[config.mk]
export PLATFORM = sky130hd
export DESIGN_NAME = dmem_arbiter
export DESIGN_NICKNAME = d
export VERILOG_FILES = /design/src/rtl/dmem_arbiter.sv
export SDC_FILE = /design/constraint.sdc
export NUM_CORES = 1
export LEC_CHECK = 0
export ABC_AREA = 1
export CORE_AREA = 2 2 118 120
export DETAILED_ROUTE_END_ITERATION = 6
export DIE_AREA = 0 0 120 122
export PLACE_DENSITY_LB_ADDON = 0.12
export SLEW_MARGIN = 10
export SYNTH_ARGS = -nofsm -noshare
export SYNTH_HDL_FRONTEND = slang
export SYNTH_SLANG_ARGS = --single-unit
[constraint.sdc]
create_clock -name clk -period 2.6 [get_ports clk]
set_input_delay 0.52 -clock clk [delete_from_list [all_inputs] [get_ports clk]]
set_output_delay 0.52 -clock clk [all_outputs]
set_load 0.05 [all_outputs]
[src/rtl/dmem_arbiter.sv]
`default_nettype none
// ============================================================================
// Module   : dmem_arbiter
// Purpose  : Shares one word-wide data memory between two requesters
//            (A = CPU load/store path, B = loader/debug path). Each access
//            is a grant -> issue -> respond transaction: IDLE -> ISSUE -> RESP.
// Ports    : clk, rst_n (async, active low)
//            a_req/a_we/a_addr/a_wdata -> a_ack/a_rdata   requester A
//            b_req/b_we/b_addr/b_wdata -> b_ack/b_rdata   requester B
//            mem_read/mem_write/mem_addr/mem_wdata, mem_rdata  memory side
//            busy (state != IDLE), owner (last granted port, 0=A 1=B)
//            misalign_err (only with MISALIGN_CHECK_EN)
// Options  : `define MISALIGN_CHECK_EN to reject non-word-aligned addresses
//            without touching memory; they complete with misalign_err=1.
// Revision : 1.0  initial release
// ============================================================================
module dmem_arbiter #(
  parameter int DATA_W     = 32,
  parameter int ADDR_W     = 32,
  parameter int FIXED_PRIO = 0
) (
  input  logic              clk,
  input  logic              rst_n,
  input  logic              a_req,
  input  logic              a_we,
  input  logic [ADDR_W-1:0] a_addr,
  input  logic [DATA_W-1:0] a_wdata,
  output logic              a_ack,
  output logic [DATA_W-1:0] a_rdata,
  input  logic              b_req,
  input  logic              b_we,
  input  logic [ADDR_W-1:0] b_addr,
  input  logic [DATA_W-1:0] b_wdata,
  output logic              b_ack,
  output logic [DATA_W-1:0] b_rdata,
  output logic              mem_read,
  output logic              mem_write,
  output logic [ADDR_W-1:0] mem_addr,
  output logic [DATA_W-1:0] mem_wdata,
  input  logic [DATA_W-1:0] mem_rdata,
  output logic              busy,
`ifdef MISALIGN_CHECK_EN
  output logic              misalign_err,
`endif
  output logic              owner
);

  typedef enum logic [1:0] {
    IDLE  = 2'd0,
    ISSUE = 2'd1,
    RESP  = 2'd2
  } state_t;

  state_t              state_q,     state_d;
  logic                owner_q,     owner_d;
  logic                rr_ptr_q,    rr_ptr_d;
  logic                we_l_q,      we_l_d;
  logic                mem_read_q,  mem_read_d;
  logic                mem_write_q, mem_write_d;
  logic [ADDR_W-1:0]   mem_addr_q,  mem_addr_d;
  logic [DATA_W-1:0]   mem_wdata_q, mem_wdata_d;
  logic                a_ack_q,     a_ack_d;
  logic                b_ack_q,     b_ack_d;
  // Set only for a RESP that follows a real memory read; steers mem_rdata
  // to the owner. Writes and rejected accesses return zero.
  logic                rd_route_q,  rd_route_d;
`ifdef MISALIGN_CHECK_EN
  logic                merr_q,      merr_d;
`endif

  // Tie-break choice when both ports request in the same IDLE cycle.
  logic tie_pick_b;

  if (FIXED_PRIO != 0) begin : g_fixed_prio
    assign tie_pick_b = 1'b0;
  end else begin : g_round_robin
    assign tie_pick_b = rr_ptr_q;
  end

  // Winner selection and its request fields, muxed once for the IDLE branch.
  logic              pick_b;
  logic              sel_we;
  logic [ADDR_W-1:0] sel_addr;
  logic [DATA_W-1:0] sel_wdata;

  assign pick_b    = b_req & (~a_req | tie_pick_b);
  assign sel_we    = pick_b ? b_we    : a_we;
  assign sel_addr  = pick_b ? b_addr  : a_addr;
  assign sel_wdata = pick_b ? b_wdata : a_wdata;

  // The issued address/data registers double as the latched request, so a
  // requester changing its bus after grant cannot disturb the access.
  always_comb begin
    state_d     = state_q;
    owner_d     = owner_q;
    rr_ptr_d    = rr_ptr_q;
    we_l_d      = we_l_q;
    mem_addr_d  = mem_addr_q;
    mem_wdata_d = mem_wdata_q;
    mem_read_d  = 1'b0;
    mem_write_d = 1'b0;
    a_ack_d     = 1'b0;
    b_ack_d     = 1'b0;
    rd_route_d  = 1'b0;
`ifdef MISALIGN_CHECK_EN
    merr_d      = 1'b0;
`endif
    case (state_q)
      IDLE: begin
        if (a_req || b_req) begin
          owner_d  = pick_b;
          rr_ptr_d = ~pick_b;
          we_l_d   = sel_we;
`ifdef MISALIGN_CHECK_EN
          if (sel_addr[1:0] != 2'b00) begin
            // Memory is never touched; complete straight from RESP.
            state_d = RESP;
            a_ack_d = ~pick_b;
            b_ack_d = pick_b;
            merr_d  = 1'b1;
          end else begin
            state_d     = ISSUE;
            mem_read_d  = ~sel_we;
            mem_write_d = sel_we;
            mem_addr_d  = sel_addr;
            mem_wdata_d = sel_wdata;
          end
`else
          state_d     = ISSUE;
          mem_read_d  = ~sel_we;
          mem_write_d = sel_we;
          mem_addr_d  = sel_addr;
          mem_wdata_d = sel_wdata;
`endif
        end
      end
      ISSUE: begin
        state_d    = RESP;
        a_ack_d    = ~owner_q;
        b_ack_d    = owner_q;
        rd_route_d = ~we_l_q;
      end
      RESP: begin
        state_d = IDLE;
      end
      default: begin
        state_d = IDLE;
      end
    endcase
  end

  always_ff @(posedge clk or negedge rst_n) begin
    if (!rst_n) begin
      state_q     <= IDLE;
      owner_q     <= 1'b0;
      rr_ptr_q    <= 1'b0;
      we_l_q      <= 1'b0;
      mem_read_q  <= 1'b0;
      mem_write_q <= 1'b0;
      mem_addr_q  <= '0;
      mem_wdata_q <= '0;
      a_ack_q     <= 1'b0;
      b_ack_q     <= 1'b0;
      rd_route_q  <= 1'b0;
`ifdef MISALIGN_CHECK_EN
      merr_q      <= 1'b0;
`endif
    end else begin
      state_q     <= state_d;
      owner_q     <= owner_d;
      rr_ptr_q    <= rr_ptr_d;
      we_l_q      <= we_l_d;
      mem_read_q  <= mem_read_d;
      mem_write_q <= mem_write_d;
      mem_addr_q  <= mem_addr_d;
      mem_wdata_q <= mem_wdata_d;
      a_ack_q     <= a_ack_d;
      b_ack_q     <= b_ack_d;
      rd_route_q  <= rd_route_d;
`ifdef MISALIGN_CHECK_EN
      merr_q      <= merr_d;
`endif
    end
  end

  assign mem_read  = mem_read_q;
  assign mem_write = mem_write_q;
  assign mem_addr  = mem_addr_q;
  assign mem_wdata = mem_wdata_q;
  assign a_ack     = a_ack_q;
  assign b_ack     = b_ack_q;
  // Memory registers its read data on the issue edge, so it is valid
  // throughout RESP and can be routed straight through.
  assign a_rdata   = (a_ack_q && rd_route_q) ? mem_rdata : '0;
  assign b_rdata   = (b_ack_q && rd_route_q) ? mem_rdata : '0;
  assign busy      = (state_q != IDLE);
  assign owner     = owner_q;
`ifdef MISALIGN_CHECK_EN
  assign misalign_err = merr_q;
`endif

endmodule
`default_nettype wire

; Word level (Yosys, flattened, before mapping)
; Index checks and enable logic that the tools add are counted.
[word_totals]
output_inout_bits = 134
ff_bits = 74
in_bits = 166
elab_cells = 40
[classes]
reduce_logical = 6
bitwise_logic = 7
eq_ne = 2
n_mux = 14
[ops]
columns = operator, count
row1 = 32-bit two-way mux, 4
row2 = 1-bit two-way mux, 8
row3 = 1-bit NOT, 5
row4 = 2-bit case mux with 2 select lines, 1
row5 = 2-bit by 1-bit equality test with 1-bit output (second input constant), 1
row6 = 1-bit logical AND, 2
row7 = 2-bit zero test, 1
row8 = 2-bit two-way mux, 1
row9 = 2-bit inequality test (second input constant), 1
row10 = 2-bit AND reduction, 1
row11 = 2-bit nonzero test, 1
row12 = 1-bit AND, 1
row13 = 1-bit logical OR, 1
row14 = 1-bit OR, 1

; Depth between registers and ports, before layout
; Gate-level depths: netlist of the first run.
[depth]
ltp_word = 7
depth_mapped = 7
ltp_nobuf = 6

; Worst setup path before layout of the first run
; OpenSTA, ideal clock, no wires.
[synth_timing]
path_type = register to output
from = reg b_ack_q, in the netlist b_ack
to = out b_rdata[10]
n_path_buf = 1
setup_slack_ps = 394
stages_incl_launch_ff = 4
t_required_ps = 2080
arrival_ps = 1686
path_cell_list = dfrtp_1 -> nand2_1 -> clkbuf_1 -> nor2_1
[synth_between]
elab_chain_cells = 2
[synth_rtl]
columns = item, line_no
row1 = from (decl), 63  ; logic b_ack_q, b_ack_d;
row2 = from (signal assigned), 178  ; b_ack_q <= b_ack_d;
row3 = 1-bit logical AND, 195  ; assign b_rdata = (b_ack_q && rd_route_q) ? mem_rdata : '0;
row4 = 32-bit two-way mux, 195
row5 = to (decl), 35  ; output logic [DATA_W-1:0] b_rdata,
; No other way between the ends.

; Worst setup path in the final report of the first run
[layout_timing]
from = reg state_q[0]
to = out busy
[layout_between]
elab_chain_cells = 1
[layout_rtl]
columns = item, line_no
row1 = from (decl), 54  ; state_t state_q, state_d;
row2 = from (signal assigned), 169  ; state_q <= state_d;
row3 = 2-bit nonzero test, 196  ; assign busy = (state_q != IDLE);
row4 = to (decl), 41  ; output logic busy,
; No other way between the ends.

==> summary.md, run 1 <==
| Metric | Value |
|---|---|
| Outcome | `finished, final reports clean` |
| Total Power | `8.71 mW` |
| VDD IR max | `0.000850 V` |
| WP data required | `2.08 ns` |
| Max clock buf depth | `2` |
| R2R depth | `4` |
| GRT Overall Usage | `0.219` |
| Worst min path class | `in -> async` |
| Initial antenna violation count | `0` |
| Die W | `120 um` |
| CTS sink cnt | `74` |
| Yosys top cell by area | `dfrtp_1` |
| Register area share after synthesis | `0.483` |
| H-tree lvl count | `3` |
| Postcts setup bufs | `0` |
| Layout cells sized above 1 | `0.130` |
| Pwr per Cell Area | `1150 nW/um2` |
| Ports | `300` |
| Mapped cell area | `3830 um2` |
| Net Sw Frac | `0.513` |
| Cell Count, Final, Fillers Out | `967` |
| Setup Skew | `0.00664 ns` |
| # Max-Cap Violations | `0` |
| Core region area | `13,500 um2` |
| Min Tclk post-route | `2.31 ns` |
| Vias per cell | `4.95` |
| Post-CTS sizing | `0` |
| CTS tree | `yes` |
| Final Setup Violations | `0` |
| CTS Buf Count | `9` |
| DR iter-0 viols | `260` |
| DIE AREA | `14,600 um2` |
| # hold bufs at CTS | `0` |
| Reg clk slew, reported paths | `0.06 ns` |
| Ant diodes | `0` |
| Internal Pwr Total | `4.24 mW` |
| Clock latency on the worst-skew pair | `0.33 ns` |
| Synth top area cells | `dfrtp_1 (48%), nand3_1 (17%), nand4_1 (10%)` |
| Root buf cell | `clkbuf_16` |
| Worst R2R End | `mem_addr[4]` |
| Avg WL per Cell | `16.9 um` |
| Final Wtd Congestion | `0.850` |
| Sequential share of power | `0.235` |
| Starting density of the core | `0.284` |
| Final hold vios | `0` |
| Vias in the first global route | `4,641` |
| Grt total ovfl | `0` |
| P_sw | `4.47 mW` |
| Slew HR | `0.574` |
| Largest net degree at the start of global routing | `46` |
| Port bufs | `299` |
| Setup crit end | `busy` |
| Post-DP HPWL | `12,000 um` |
| Max Fanout on Critical Path | `2` |
| CP Launch Type | `register` |
| Total number of vias | `4,786` |
| Fmax | `434 MHz` |
| Syn Nets | `671` |
| Synthesis Warnings | `0` |
| Crit path from | `state_q[0]` |
| Post-Syn Area per Cell | `7.59 um2` |
| Clock share of power | `0.137` |
| Placed instance count | `951` |
| P_leak | `3.41 nW` |
| Kind of critical path | `reg -> out` |
| DR pass1 iterations | `4` |
| Worst Tran Pin Value | `0.637 ns` |
| Final net count | `948` |
| Kind of end point of the critical path | `primary output` |
| Netlist cell types | `14` |
| FF-to-FF setup slack | `0.86 ns` |
| Hold Slack | `0.166 ns` |
| # fillers | `1,213` |
| Die height | `122 um` |
| Synth Instances | `505` |
| Final TNS setup | `0 ns` |
| DRT Wirelength | `16,300 um` |
| Max-slew violations | `0` |
| Yosys top cell area share | `0.483` |
| Worst reg2reg startpoint | `state_q[1]` |
| Antenna-violating nets left | `0` |
| Layout Utilization | `0.560` |
| Part of the cycle the worst path needs | `0.887` |
| FF+latch count, synth | `74` |
| Comb pwr share | `0.628` |
| Global-route wire length before repair | `25,300 um` |
| DRC | `0` |
| Synth-to-Final Area Change | `97.4%` |
| Worst path arrival time | `1.79 ns` |
| RSZ-0062 raised after global routing | `false` |
| Site row count | `43` |
kinds of logic after synthesis:
| group | Yosys count | synth area share |
|---|---|---|
| flip-flops | 74 | 0.483 |
| AO/OA/AOI/OAI | 4 | 0.00522 |
| AND/OR/NAND/NOR | 339 | 0.417 |
| buffers and inverters | 88 | 0.0950 |
power groups by stage:
| stage | combinational, mW | sequential, mW | clock (mW) |
|---|---|---|---|
| after floorplan | 1.64 | 3.85 | 0 |
| after CTS | 5.52 | 2.05 | 1.22 |
| final | 5.47 | 2.04 | 1.19 |
| after global placement | 5.45 | 2.04 | 0 |
| after detailed placement | 5.52 | 2.04 | 0 |
| after global routing | 5.79 | 2.12 | 1.27 |
state kept, by name, summed over array words and instances (netlist names):
register and flops:
state_q 2, rd_route_q 1, mem_addr 32, rr_ptr_q 1, we_l_q 1, mem_wdata 32
mem_read 1, b_ack 1, a_ack 1, owner 1, mem_write 1
critical path, cell delays in order (launching register included):
cell and delay (ns):
dfrtp_1 0.40, inv_1 0.07, nand2_1 0.13, clkdlybuf4s50_1 0.86
synth_stat cells (all sizes together):
| cell | n |
|---|---|
| nand3 | 130 |
| dfrtp | 74 |
| nand2 | 74 |
| nor2 | 71 |
| nand4 | 64 |
| inv | 40 |
| buf | 24 |
| clkbuf | 24 |
| o21ai | 3 |
| a21oi | 1 |
layout make-up:
class,count,area [um2],area share
repair buffers,314,3400,0.449
flip-flops and latches,74,1850,0.245
multi-input cells,343,1650,0.218
clock buffers,12,267,0.0352
well taps,180,225,0.0298
inverters,40,150,0.0198
clock inverters,4,25.0,0.00331
cell usage in the layout, fill, tap and decap left out:
cell type / n
o21ai_4: 1
dfrtp_1: 74
clkinvlp_4: 2
buf_2: 1
clkbuf_16: 9
a21oi_1: 1
buf_4: 43
clkbuf_8: 3
clkinv_2: 2
nand2_2: 2
nand4_1: 64
clkdlybuf4s50_1: 233
buf_12: 37
inv_1: 40
nor2_1: 69
nor2_4: 2
o21ai_0: 2
nand2_1: 72
nand3_1: 130
metrics by stage:
step	setup slack, ns	cell area, um2
2_1_floorplan	0.394	3830
3_3_place_gp	0.540	7270
3_5_place_dp	0.482	7270
4_1_cts	0.296	7570
5_1_grt	0.210	7570
6_report	0.294	7570
worst min path at each step:
| stage | endpoint | slack, ns |
|---|---|---|
| 2_1_floorplan | a_ack | 0.22 |
| 3_3_place_gp | rd_route_q | 0.42 |
| 3_5_place_dp | rd_route_q | 0.42 |
| 4_1_cts | mem_wdata[30] | 0.18 |
| 5_1_grt | mem_wdata[30] | 0.20 |
| 6_report | mem_wdata[29] | 0.17 |
layer usage:
metal,vias to the layer above,wire [um],track usage
met5,-,0,0
met4,0,480,0.0860
met3,35,1350,0.0562
met2,254,8270,0.377
met1,2243,6230,0.261
li1,2254,-,-
No activity file was read; power rests on OpenSTA's default activity.
==> run 2, diff against run 1 <==
--- a/config.mk
+++ b/config.mk
@@ -6,9 +6,10 @@
 export NUM_CORES = 1
 export LEC_CHECK = 0
 export ABC_AREA = 1
-export CORE_AREA = 2 2 118 120
+export CORE_AREA = 2 2 116 118
 export DETAILED_ROUTE_END_ITERATION = 6
-export DIE_AREA = 0 0 120 122
+export DIE_AREA = 0 0 118 120
+export HOLD_SLACK_MARGIN = 0.15
 export PLACE_DENSITY_LB_ADDON = 0.12
 export SLEW_MARGIN = 10
 export SYNTH_ARGS = -nofsm -noshare
==> run 2 against run 1 <==
  * Final cell count decreased by 0.83%
  * Routed wire length up 0.95%
  * Global-route usage grew 0.99 points
  * Non-clock buffer count decreased by 4
  * Sequential power barely moved
  * Register-to-register slack about the same
  * Sequential share of layout area shrank 0.10 points
  * Count of clock-buffer cells in the layout shrank 1
  * Clock skew fell by 0.0019 ns
  * Die area decreased by 3.3%
  * Core utilization is 2.5 points higher
  * Combinational power increased by 0.9%
==> summary.md, run 2 (synthesis gave the netlist of run 1 again) <==
| Metric | Value |
|---|---|
| Reg area | `1850 um2 (unchanged)` |
| Final net count | `944 (was 948)` |
| Footprint of the multi-input gates | `1650 um2 (unchanged)` |
| Postcts setup bufs | `0 (unchanged)` |
| Setup crit end | `busy (unchanged)` |
| Post-CTS sizing | `0 (unchanged)` |
| Max Fanout on Critical Path | `2 (unchanged)` |
| Worst reg2reg startpoint | `state_q[1] (unchanged)` |
| CTS tree | `yes (unchanged)` |
| FF-to-FF setup slack | `0.86 ns (about the same)` |
| Die height | `120 um (was 122 um)` |
| # hold bufs at CTS | `0 (unchanged)` |
| Slowest stage delay, CP | `0.84 ns (was 0.86 ns)` |
| DRC | `0 (unchanged)` |
| Area after DPL | `7280 um2 (was 7270 um2)` |
| Starting density of the core | `0.295 (was 0.284)` |
| P_sw | `4.51 mW (was 4.47 mW)` |
| Final hold vios | `0 (unchanged)` |
| Root buf cell | `clkbuf_16 (unchanged)` |
| Final instance area | `7600 um2 (was 7570 um2)` |
| Ant diodes | `0 (unchanged)` |
| Antenna-violating nets left | `0 (unchanged)` |
| Crit path from | `state_q[0] (unchanged)` |
| Total number of vias | `4,739 (was 4,786)` |
| Final Wtd Congestion | `0.852 (was 0.850)` |
| GRT Overall Usage | `0.229 (was 0.219)` |
| CP max-delay cell | `clkdlybuf4s50_1 (unchanged)` |
| Core region area | `13,000 um2 (was 13,500 um2)` |
| Vias per cell | `4.94 (was 4.95)` |
| Layout Utilization | `0.585 (was 0.560)` |
| Clock latency on the worst-skew pair | `0.33 ns (about the same)` |
| Largest net degree at the start of global routing | `75 (was 46)` |
| Worst R2R End | `mem_wdata[3] (was mem_addr[4])` |
| Reg clk slew, reported paths | `0.06 ns (about the same)` |
| Final TNS setup | `0 ns (unchanged)` |
| DR pass1 iterations | `6 (was 4)` |
| Ports | `300 (unchanged)` |
| Grt total ovfl | `0 (unchanged)` |
| Kind of end point of the critical path | `primary output (unchanged)` |
| Leading cell type in the layout, fill and taps excluded | `clkdlybuf4s50_1 (unchanged)` |
| Max clock buf depth | `2 (unchanged)` |
| Layout cells sized above 1 | `0.124 (was 0.130)` |
| Avg WL per Cell | `17.2 um (was 16.9 um)` |
| RSZ-0062 raised after global routing | `false (unchanged)` |
| Internal Pwr Total | `4.40 mW (was 4.24 mW)` |
| Final Setup Violations | `0 (unchanged)` |
| CTS Buf Count | `9 (unchanged)` |
| # Max-Cap Violations | `0 (unchanged)` |
| Net Sw Frac | `0.507 (was 0.513)` |
| Min Tclk post-route | `2.27 ns (was 2.31 ns)` |
| CP Launch Type | `register (unchanged)` |
| Kind of critical path | `reg -> out (unchanged)` |
| Outcome | `finished, final reports clean (unchanged)` |
| Setup Skew | `0.00472 ns (was 0.00664 ns)` |
| Commonest cells after routing, fill and taps aside | `clkdlybuf4s50_1 (233), nand3_1 (130), dfrtp_1 (74) (unchanged)` |
| Synth-to-Final Area Change | `98.2% (was 97.4%)` |
| P_leak | `3.42 nW (was 3.41 nW)` |
| Pwr per Cell Area | `1170 nW/um2 (was 1150 nW/um2)` |
| Site row count | `42 (was 43)` |
| Max-slew violations | `0 (unchanged)` |
| Fmax | `440 MHz (was 434 MHz)` |
| Clock share of power | `0.151 (was 0.137)` |
| VDD IR max | `0.000754 V (was 0.000850 V)` |
| Comb pwr share | `0.620 (was 0.628)` |
| Initial antenna violation count | `0 (unchanged)` |
| DRT Wirelength | `16,500 um (was 16,300 um)` |
| # fillers | `1,158 (was 1,213)` |
| Worst min path class | `in -> async (unchanged)` |
| H-tree lvl count | `3 (unchanged)` |
| Worst-path cell chain | `inv_1 > nand2_1 > clkdlybuf4s50_1 (unchanged)` |
| Vias in the first global route | `4,797 (was 4,641)` |
| Worst Tran Pin Value | `0.936 ns (was 0.637 ns)` |
| CTS sink cnt | `74 (unchanged)` |
| Post-DP HPWL | `12,000 um (about the same)` |
| DR iter-0 viols | `279 (was 260)` |
| Part of the cycle the worst path needs | `0.874 (was 0.887)` |
| Global-route wire length before repair | `25,500 um (was 25,300 um)` |
| Die W | `118 um (was 120 um)` |
| WP data required | `2.08 ns (about the same)` |
| Sequential share of power | `0.230 (was 0.235)` |
| Port bufs | `299 (unchanged)` |
| Slew HR | `0.376 (was 0.574)` |
| DIE AREA | `14,200 um2 (was 14,600 um2)` |
| Worst path arrival time | `1.75 ns (was 1.79 ns)` |
| R2R depth | `5 (was 4)` |
-- run 2: cell count changes in the layout (fill, tap and decap cells not counted), sizes merged --
cell	before	now
buf	81	77
bufinv	0	2
clkbuf	12	11
clkinvlp	2	1
-- run 2: metrics by stage --
step	setup slack, ns	total power [mW]	hold slack [ns]	instances
after floorplan	0.394	5.49	0.224	505
final	0.327	8.91	0.320	959
after detailed placement	0.534	7.60	0.413	943
after global routing	0.252	9.35	0.409	959
after global placement	0.593	7.53	0.418	943
after CTS	0.310	8.98	0.374	959
-- run 2: worst min path at each step --
stage                      start          end  slack [ns]  depth (start not counted)
after floorplan            rst_n        a_ack        0.22                          0
after global placement    we_l_q   rd_route_q        0.42                          1
after detailed placement  we_l_q   rd_route_q        0.41                          1
after CTS                  rst_n  mem_addr[1]        0.37                          1
after global routing       rst_n  mem_addr[2]        0.41                          1
final                      rst_n  mem_addr[1]        0.32                          1
-- run 2: layout make-up --
cell class              instances  share of cell area
well taps                     176              0.0290
repair buffers                310               0.449
flip-flops and latches         74               0.244
clock inverters                 5              0.0102
inverters                      40              0.0198
clock buffers                  11              0.0319
multi-input cells             343               0.217
-- run 2: power by group through the flow --
stage | clock network, mW | registers [mW] | logic [mW]
6_report | 1.34 | 2.05 | 5.52
5_1_grt | 1.41 | 2.12 | 5.82
4_1_cts | 1.37 | 2.05 | 5.56
3_5_place_dp | 0 | 2.05 | 5.55
3_3_place_gp | 0 | 2.04 | 5.49
2_1_floorplan | 0 | 3.85 | 1.64
-- run 2: routing by layer --
metal  wire [um]  global-route usage
met5           0                   0
met4         442              0.0881
met3        1120              0.0570
met2        8720               0.418
met1        6190               0.255
-- run 2: critical path: cells and delay by family, from the launching register on --
family / cells / cell delay [ns]
buf+inv: 2 / 0.91
flops: 1 / 0.39
simple gates: 1 / 0.12
==> run 3, diff against run 2 <==
--- a/config.mk
+++ b/config.mk
@@ -7,6 +7,7 @@
 export LEC_CHECK = 0
 export ABC_AREA = 1
 export CORE_AREA = 2 2 116 118
+export CTS_CLUSTER_SIZE = 14
 export DETAILED_ROUTE_END_ITERATION = 6
 export DIE_AREA = 0 0 118 120
 export HOLD_SLACK_MARGIN = 0.15
==> results of run 3 <==
Final layout, timing and power as in run 2 (identical DEF).
